--- src/rtl/data_packer_pkg.sv ---
// Shared constants and FIFO entry type for the byte-to-word packer.
// DATA_PACKER_FLUSH_EN adds a per-entry byte count to the FIFO entry.
package data_packer_pkg;

  localparam int FIFO_DEPTH = 2;
  localparam int MAX_BPW    = 8;
  localparam int MAX_DW     = 8 * MAX_BPW;
  localparam int MAX_NB_W   = $clog2(MAX_BPW) + 1;

  function automatic int cnt_width(input int bpw);
    return $clog2(bpw);
  endfunction

  function automatic int nbytes_width(input int bpw);
    return $clog2(bpw) + 1;
  endfunction

  // Entries are sized for the largest legal word; narrower builds leave upper bits at 0.
  typedef struct packed {
    logic [MAX_DW-1:0]   word;
`ifdef DATA_PACKER_FLUSH_EN
    logic [MAX_NB_W-1:0] nbytes;
`endif
  } fifo_entry_t;

endpackage

--- src/rtl/pack_fifo2.sv ---
// Two-entry register FIFO; head is read combinationally from the storage registers.
// A push while full is accepted only when a pop happens on the same edge.
module pack_fifo2
  import data_packer_pkg::*;
(
  input  logic        clk,
  input  logic        rst,
  input  logic        push_i,
  input  fifo_entry_t data_i,
  input  logic        pop_i,
  output fifo_entry_t data_o,
  output logic        full_o,
  output logic        empty_o
);

  fifo_entry_t mem_q [FIFO_DEPTH];
  logic        rd_q;
  logic        wr_q;
  logic [1:0]  cnt_q;
  logic        push_ok;
  logic        pop_ok;

  assign full_o  = (cnt_q == 2'd2);
  assign empty_o = (cnt_q == 2'd0);
  assign pop_ok  = pop_i && !empty_o;
  assign push_ok = push_i && (!full_o || pop_ok);
  assign data_o  = mem_q[rd_q];

  always_ff @(posedge clk) begin
    if (rst) begin
      for (int i = 0; i < FIFO_DEPTH; i++) mem_q[i] <= '0;
      rd_q  <= 1'b0;
      wr_q  <= 1'b0;
      cnt_q <= 2'd0;
    end else begin
      // When full, wr_q == rd_q: the slot being written is the one being popped.
      if (push_ok) begin
        mem_q[wr_q] <= data_i;
        wr_q        <= ~wr_q;
      end
      if (pop_ok) rd_q <= ~rd_q;
      case ({push_ok, pop_ok})
        2'b10:   cnt_q <= cnt_q + 2'd1;
        2'b01:   cnt_q <= cnt_q - 2'd1;
        default: cnt_q <= cnt_q;
      endcase
    end
  end

endmodule

--- src/rtl/data_packer.sv ---
// Packs a qualified byte stream little-endian into words and queues them in a 2-entry FIFO.
// DATA_PACKER_FLUSH_EN adds a flush input and a per-word dout_nbytes output.
module data_packer
  import data_packer_pkg::*;
#(
  parameter  int BYTES_PER_WORD = 4,
  localparam int DW  = 8 * BYTES_PER_WORD,
  localparam int CW  = cnt_width(BYTES_PER_WORD),
  localparam int NBW = nbytes_width(BYTES_PER_WORD)
) (
  input  logic          clk,
  input  logic          rst,
  input  logic [7:0]    din,
  input  logic          din_valid,
`ifdef DATA_PACKER_FLUSH_EN
  input  logic          flush,
  output logic [NBW-1:0] dout_nbytes,
`endif
  output logic [DW-1:0] dout,
  output logic          dout_valid,
  input  logic          dout_ready,
  output logic [CW-1:0] byte_cnt,
  output logic          overflow
);

  // Output handshake: a word transfers on each rising edge where dout_valid && dout_ready;
  // dout_valid never depends on dout_ready, and dout is stable while valid && !ready.

  logic [DW-1:0] part_q, part_d;
  logic [CW-1:0] cnt_q, cnt_d;
  logic          ovf_q, ovf_d;
  logic          push;
  logic          pop;
  logic          fifo_full;
  logic          fifo_empty;
  fifo_entry_t   push_entry;
  fifo_entry_t   head_entry;
`ifdef DATA_PACKER_FLUSH_EN
  logic [NBW-1:0] flush_nb;
`endif

  always_comb begin
    part_d     = part_q;
    cnt_d      = cnt_q;
    push       = 1'b0;
    push_entry = '0;
    if (din_valid) begin
      for (int i = 0; i < BYTES_PER_WORD; i++) begin
        if (cnt_q == CW'(i)) part_d[8*i +: 8] = din;
      end
      if (cnt_q == CW'(BYTES_PER_WORD - 1)) begin
        push  = 1'b1;
        cnt_d = '0;
      end else begin
        cnt_d = cnt_q + CW'(1);
      end
    end
    push_entry.word[DW-1:0] = part_d;
`ifdef DATA_PACKER_FLUSH_EN
    flush_nb = {1'b0, cnt_q} + NBW'(din_valid);
    push_entry.nbytes[NBW-1:0] = NBW'(BYTES_PER_WORD);
    // A flush on a natural completion is just the full word; otherwise zero the unfilled bytes.
    if (flush && !push && (flush_nb != '0)) begin
      for (int i = 0; i < BYTES_PER_WORD; i++) begin
        if (NBW'(i) >= flush_nb) push_entry.word[8*i +: 8] = 8'h00;
      end
      push_entry.nbytes[NBW-1:0] = flush_nb;
      push  = 1'b1;
      cnt_d = '0;
    end
`endif
  end

  assign pop   = dout_valid && dout_ready;
  assign ovf_d = ovf_q | (push && fifo_full && !pop);

  always_ff @(posedge clk) begin
    if (rst) begin
      part_q <= '0;
      cnt_q  <= '0;
      ovf_q  <= 1'b0;
    end else begin
      part_q <= part_d;
      cnt_q  <= cnt_d;
      ovf_q  <= ovf_d;
    end
  end

  pack_fifo2 u_fifo (
    .clk     (clk),
    .rst     (rst),
    .push_i  (push),
    .data_i  (push_entry),
    .pop_i   (pop),
    .data_o  (head_entry),
    .full_o  (fifo_full),
    .empty_o (fifo_empty)
  );

  assign dout       = head_entry.word[DW-1:0];
  assign dout_valid = !fifo_empty;
  assign byte_cnt   = cnt_q;
  assign overflow   = ovf_q;

  generate
    if (DW < MAX_DW) begin : g_word_hi
      logic unused_word_hi;
      assign unused_word_hi = ^head_entry.word[MAX_DW-1:DW];
    end
  endgenerate

`ifdef DATA_PACKER_FLUSH_EN
  assign dout_nbytes = head_entry.nbytes[NBW-1:0];
  generate
    if (NBW < MAX_NB_W) begin : g_nb_hi
      logic unused_nb_hi;
      assign unused_nb_hi = ^head_entry.nbytes[MAX_NB_W-1:NBW];
    end
  endgenerate
`endif

endmodule

--- config.mk ---
export PLATFORM = sky130hd
export DESIGN_NAME = data_packer
export DESIGN_NICKNAME = d
export VERILOG_FILES = /design/src/rtl/data_packer_pkg.sv /design/src/rtl/pack_fifo2.sv /design/src/rtl/data_packer.sv
export SDC_FILE = /design/constraint.sdc
export NUM_CORES = 1
export LEC_CHECK = 0
export BUFFER_PORTS_ARGS = -buffer_cell sky130_fd_sc_hd__buf_2
export CAP_MARGIN = 5
export CORE_UTILIZATION = 53
export DETAILED_ROUTE_END_ITERATION = 16
export GPL_TIMING_DRIVEN = 0
export HOLD_SLACK_MARGIN = 0.08
export PLACE_DENSITY = 0.81
export SLEW_MARGIN = 10
export SYNTH_ARGS = -nofsm -noshare
export SYNTH_HDL_FRONTEND = slang
export SYNTH_SLANG_ARGS = --single-unit
--- constraint.sdc ---
create_clock -name clk -period 2.6 [get_ports clk]
set_clock_uncertainty 0.15 [all_clocks]
set_input_delay 0.39 -clock clk [delete_from_list [all_inputs] [get_ports clk]]
set_output_delay 0.39 -clock clk [all_outputs]
set_load 0.01 [all_outputs]
==> results.md, run 1 <==
* Root Buffer: clkbuf_8
* Drt initial violations at 175
* Ports at 48
* CTS tree: yes
* Antenna-violating nets left at 0
* Slew Viols, Final at 0
* Share of layout cells above drive strength 1 at 0.233
* Synth Net Count at 408
* Diodes inserted at 0
* Sw Pwr at 675 µW
* Cell Int Power at 2260 µW
* Vias in the first global route at 2939
* Post-CTS Setup Repair Bufs at 0
* Nets@finish at 466
* Startpoint Class: register
* TritonRoute pass-1 iters at 4
* Initial antenna violation count at 0
* Worst vdd ir at 0.000361 V
* Clk pwr share at 0.301
* Fillcell total at 704
* DP HPWL at 6.01 mm
* Yosys reg bits at 104
* RSZ-0062 raised after global routing: false
* Final Cycle Share at 0.893
* Overflow after GRT at 0
* Via count at 2978
* Height of the chip at 94.4 µm
* Input/output buffers at 47
* Gpl congestion at 0.845
* Worst EP required at 2060 ps
* Combinational share of power at 0.080
* Placed instance area at 0.00490 mm²
* CORE AREA at 0.00826 mm²
* Synth cell types at 30
* Worst slew pin tran at 480 ps
* Top cell type's share of synthesized area at 0.425
* Hold_ws at 257 ps
* Synthesized area at 0.00453 mm²
* Hold Fails Final Rpt at 0
* Crit path DAT at 1780 ps
* Routed WL at 8.72 mm
* Hold Crit Class: in2reg
* Largest area contributor in the netlist: edfxtp_1
* Total Routing Usage GR at 0.214
* Placement row count at 33
* F_max at 431 MHz
* Slew HR at 0.680
* Syn avg cell area at 11.6 µm²
* Max-Cap Viols at 0
* Clock transition at the registers of the reported paths at 90 ps
* First-pass GRT wire length at 14.1 mm
* Status: finished, final reports clean
* Finished layout cell area at 0.00507 mm²
* CP Capture Type: output port
* CTS buffer count at 9
* Via density at 5.33
* Critical path class: reg2out
* Leak at 0.00237 µW
* Sw Share at 0.230
* # hold bufs at CTS at 0
* Drc violations at 0
* Fin crit period at 2320 ps
* Register Area at 0.00272 mm²
* Final setup viols at 0
* H-tree depth at 3
* Gate Count Post-Synth at 391
* Post-synthesis sequential area ratio at 0.601
* Die ar. at 0.00892 mm²
* Clock net sink count at 104
* Initial Util at 0.548
* Largest cells by area after synthesis: edfxtp_1 42%, dfxtp_1 18%, mux2_2 7.0%
* CP Max Fanout at 10
* Part of the power in registers at 0.619
* Clk buf depth at 2
* Routed len/inst at 15.6 µm
* Area growth syn-to-layout at 12.1%
* Ys Warns at 0
* PD cells at 578 mW/mm²
* Skew-Pair Late Insertion Delay at 360 ps
* Die Width at 94.4 µm
* TNS Setup at 0 ps
* Multi-input combinational cell area at 0.00154 mm²
* Largest net degree at the start of global routing at 33
## critical path, cell delays in order, from the launching register on
cell	delay, ps
dfxtp_1	310
clkbuf_1	240
buf_2	350
mux2_2	380
buf_2	140
## area by class of cell
class                           instances  share of cell area
Clock inverter                          4             0.00395
Buffer                                 26              0.0293
Clock buffer                           12              0.0286
Inverter                               35              0.0259
Sequential cell                       104               0.537
Multi-Input combinational cell        226               0.303
Timing Repair Buffer                   47              0.0464
Tap cell                              105              0.0259
## metal layers
metal  track usage  wire [µm]
met3        0.0362        551
met5             0          0
met4         0.103        205
met2         0.359       4210
met1         0.269       3750
## power groups by stage
stage	registers, µW	logic, µW	clock network [µW]
after floorplan	1850	151	0
after global placement	1850	227	0
after detailed placement	1860	234	0
after CTS	1820	235	894
after global routing	1820	260	948
final	1820	236	882
## what timing repair did
item	4_1_cts	5_1_grt
gates resized for setup	0	2
endpoints found under the setup margin	0	64
endpoints found under the hold margin	0	0
## cell families after synthesis
| logic type | after synthesis | synth area share |
|---|---|---|
| AND/OR/NAND/NOR | 114 | 0.121 |
| flip-flops | 104 | 0.601 |
| AO/OA/AOI/OAI | 71 | 0.114 |
| buffers and inverters | 61 | 0.0619 |
| multiplexers | 33 | 0.0818 |
| adder cells (fa/ha/maj) | 5 | 0.0138 |
| XOR/XNOR | 3 | 0.00581 |
## cells in the mapped netlist, drive strengths merged
master   n
nor2    70
edfxtp  64
dfxtp   40
inv     35
a21boi  32
and3    32
mux2    32
o21bai  32
clkbuf  14
buf     12
ha       5
a21oi    4
nand2    2
nand2b   2
nor3b    2
o21ai    2
or3      2
xnor2    2
and2     1
mux2i    1
nand3    1
o21a     1
or2      1
or3b     1
xor2     1
## worst paths after layout
path               startpoint                   to  slack (ps)  depth (start not counted)
setup / recovery     register             dout[28]         280                          4
hold / removal     dout_ready             overflow         260                          4
setup reg to reg  byte_cnt[0]  u_fifo.mem_q[0][18]         300                          5
hold reg to reg      overflow             overflow         340                          2
## cells in the final DEF, fill, tap and decap left out
master / instances
o21bai_1: 32
mux2_1: 4
and3_1: 32
clkbuf_1: 16
or3b_2: 1
nand3_2: 1
buf_6: 3
ha_1: 5
clkinv_2: 1
xnor2_1: 2
inv_1: 35
o21ai_0: 2
nor2_2: 2
nor2_1: 68
buf_2: 52
a21oi_1: 4
or3_1: 2
o21a_1: 1
edfxtp_1: 64
a21boi_0: 32
nand2b_4: 2
clkbuf_8: 10
mux2i_1: 1
clkinv_1: 2
nor3b_1: 2
or2_2: 1
mux2_2: 28
and2_1: 1
clkinvlp_4: 1
nand2_1: 2
dfxtp_1: 40
buf_4: 3
xor2_1: 1
buf_8: 1
## through the flow
step | util | worst slack, ps | cells | total power [µW]
finish | 0.614 | 279 | 559 | 2930
detailed placement | 0.593 | 50.7 | 543 | 2090
global route | 0.614 | 168 | 559 | 3030
global placement | 0.593 | -412 | 543 | 2080
CTS | 0.613 | 43.8 | 559 | 2950
floorplan | - | 53.6 | 391 | 2000
## flip-flops by register name (all words and copies together) (netlist names), named ones only
name          count
u_fifo.mem_q     64
part_q           32
byte_cnt          2
u_fifo.cnt_q      2
overflow          1
u_fifo.rd_q       1
u_fifo.wr_q       1
Note: power is estimated with default switching activity, not from simulation.
==> run 2: changes to the inputs <==
==> constraint.sdc (replaced) <==
create_clock -name clk -period 2.6 [get_ports clk]
set_clock_uncertainty 0.15 [all_clocks]
set_input_delay 0 -clock clk [delete_from_list [all_inputs] [get_ports clk]]
set_output_delay 0 -clock clk [all_outputs]
set_load 0.01 [all_outputs]
==> results.md, run 2 (synthesis gave the netlist of run 1 again) <==
* CP Capture Type: register
* Clk pwr share at 0.300 (about the same)
* Max reg flops at 64 (unchanged)
* Max-Cap Viols at 0 (unchanged)
* Largest net degree at the start of global routing at 33 (unchanged)
* Gpl congestion at 0.845 (unchanged)
* Routed WL at 8.91 mm (+2.1%)
* Hold Path Depth at 2 (-2)
* Skew-Pair Late Insertion Delay at 360 ps (about the same)
* Fin crit period at 2450 ps (+126 ps)
* CP Max Fanout at 10 (unchanged)
* Sw Pwr at 681 µW (+0.98%)
* Input/output buffers at 47 (unchanged)
* Vias in the first global route at 3010 (+2.4%)
* Initial antenna violation count at 0 (unchanged)
* F_max at 409 MHz (-5.2%)
* RR Startpoint: byte_cnt[0]
* Cell Int Power at 2270 µW (+0.48%)
* CTS tree: yes
* Antenna-violating nets left at 0 (unchanged)
* Final Cycle Share at 0.941 (+0.0486)
* Internal reg-to-reg setup slack at 150 ps (-150 ps)
* Placed Cells at 543 (unchanged)
* Part of the power in registers at 0.615 (-0.004)
* Worst EP required at 2760 ps (+700 ps)
* Reg with most FFs: u_fifo.mem_q
* Ports at 48 (unchanged)
* Register Area at 0.00272 mm² (unchanged)
* Drt initial violations at 199 (+14%)
* Worst Hold End: u_fifo.cnt_q[1]
* TritonRoute pass-1 iters at 4 (unchanged)
* CORE AREA at 0.00826 mm² (unchanged)
* Routed len/inst at 15.5 µm (-0.36%)
* Worst slew pin tran at 865 ps (+385 ps)
* Worst r2r dst: overflow
* Slew Viols, Final at 0 (unchanged)
* Status: finished, final reports clean
* Leak at 0.00242 µW (+2.0%)
* CTS buffer count at 9 (unchanged)
* HP Start: u_fifo.cnt_q[1]
* Top Registers: u_fifo.mem_q x64, part_q x32
* Die ar. at 0.00892 mm² (unchanged)
* First-pass GRT wire length at 14.3 mm (+1.6%)
* Critical path class: reg2reg
* DP HPWL at 6.01 mm (unchanged)
* Crit path launch: byte_cnt[0]
* Clk buf depth at 2 (unchanged)
* Fillcell total at 681 (-3.3%)
* Post-CTS Setup Repair Bufs at 0 (unchanged)
* Slew HR at 0.423 (-0.257)
* Via count at 3027 (+1.6%)
* RSZ-0062 raised after global routing: false
* Clock net sink count at 104 (unchanged)
* Clock transition at the registers of the reported paths at 90 ps (about the same)
* Hold Crit Class: reg2reg
* Nets@finish at 480 (+3.0%)
* Root Buffer: clkbuf_8
* Commonest non-fill, non-tap cell in the layout: nor2_1
* Total Routing Usage GR at 0.217 (+0.00296)
* Overflow after GRT at 0 (unchanged)
* Combinational share of power at 0.084 (+0.004)
* Sw Share at 0.231 (+0.000890)
* Placement row count at 33 (unchanged)
* Startpoint Class: register
* TNS Setup at 0 ps (unchanged)
* Share of layout cells above drive strength 1 at 0.229 (-0.00485)
* Via density at 5.28 (-0.84%)
* Diodes inserted at 0 (unchanged)
* Hold Fails Final Rpt at 0 (unchanged)
* Multi-input combinational cell area at 0.00154 mm² (-0.16%)
* Die Width at 94.4 µm (unchanged)
* Height of the chip at 94.4 µm (unchanged)
* Crit path DAT at 2600 ps (+820 ps)
* H-tree depth at 3 (unchanged)
* Area growth syn-to-layout at 15.1%
* Worst vdd ir at 0.000362 V (+0.24%)
* PD cells at 566 mW/mm² (-2.1%)
* Final setup viols at 0 (unchanged)
* Drc violations at 0 (unchanged)
* Initial Util at 0.548 (unchanged)
* Commonest cells after routing, fill and taps aside: 68 x nor2_1, 64 x edfxtp_1, 52 x buf_2, 40 x dfxtp_1, 35 x inv_1
* Post-route non-filler standard cell count at 573 (+2.5%)
* Reg2Reg Depth at 6 (+1)
run 2: changes by cell type in the layout (fill, tap and decap cells not counted), sizes merged:
cell / delta
dlygate4sd3: +14
run 2: worst max-delay path, cell delays in order, from the launching register on:
cell,delay [ps]
dfxtp_1,440
ha_2,310
and2_1,210
a21oi_1,80
dlygate4sd3_1,570
nor2_1,80
dlygate4sd3_1,550
run 2: metrics by stage:
step	cell area (µm²)	hold slack, ps	util	worst slack, ps	power [µW]
2_1_floorplan	4530	59.8	-	53.6	2000
3_3_place_gp	4890	227	0.593	-412	2080
3_5_place_dp	4900	254	0.593	50.7	2090
4_1_cts	5200	369	0.630	43.8	2960
5_1_grt	5210	402	0.631	22.8	3040
6_report	5210	382	0.631	153	2950
run 2: final cells by class:
class,instances,area share
clock buffer,12,0.0279
timing repair buffer,61,0.0720
inverter,35,0.0252
multi-input combinational,226,0.295
clock inverter,4,0.00384
buffer,26,0.0286
sequential,104,0.522
tap,105,0.0252
run 2: routing by layer:
metal / share of wire / GRT usage / routed length [µm] / vias to the layer above
met3: 0.052 / 0.0354 / 459 / 18
met5: 0 / 0 / 0 / -
met4: 0.020 / 0.0987 / 178 / 0
li1: - / - / - / 1479
met1: 0.44 / 0.270 / 3900 / 1440
met2: 0.49 / 0.370 / 4370 / 90
run 2: power by group through the flow:
stage	Sequential, µW	Clock [µW]	Combinational [µW]
detailed placement	1860	0	234
CTS	1820	894	248
global route	1820	948	273
floorplan	1850	0	151
finish	1820	886	249
global placement	1850	0	227
run 2: worst max-delay path by stage:
stage	end	slack, ps	cells past startpoint
after floorplan	u_fifo.mem_q[0][0]	50	5
after global placement	u_fifo.mem_q[0][10]	-410	5
after detailed placement	u_fifo.mem_q[0][10]	50	5
after CTS	u_fifo.mem_q[0][7]	40	5
after global routing	overflow	20	6
final	overflow	150	6
run 2: repair_timing:
item                       4_1_cts  5_1_grt
hold buffers                    14        0
gates resized for setup          0        2
hold endpoints to repair        45        0
setup endpoints to repair        0       59
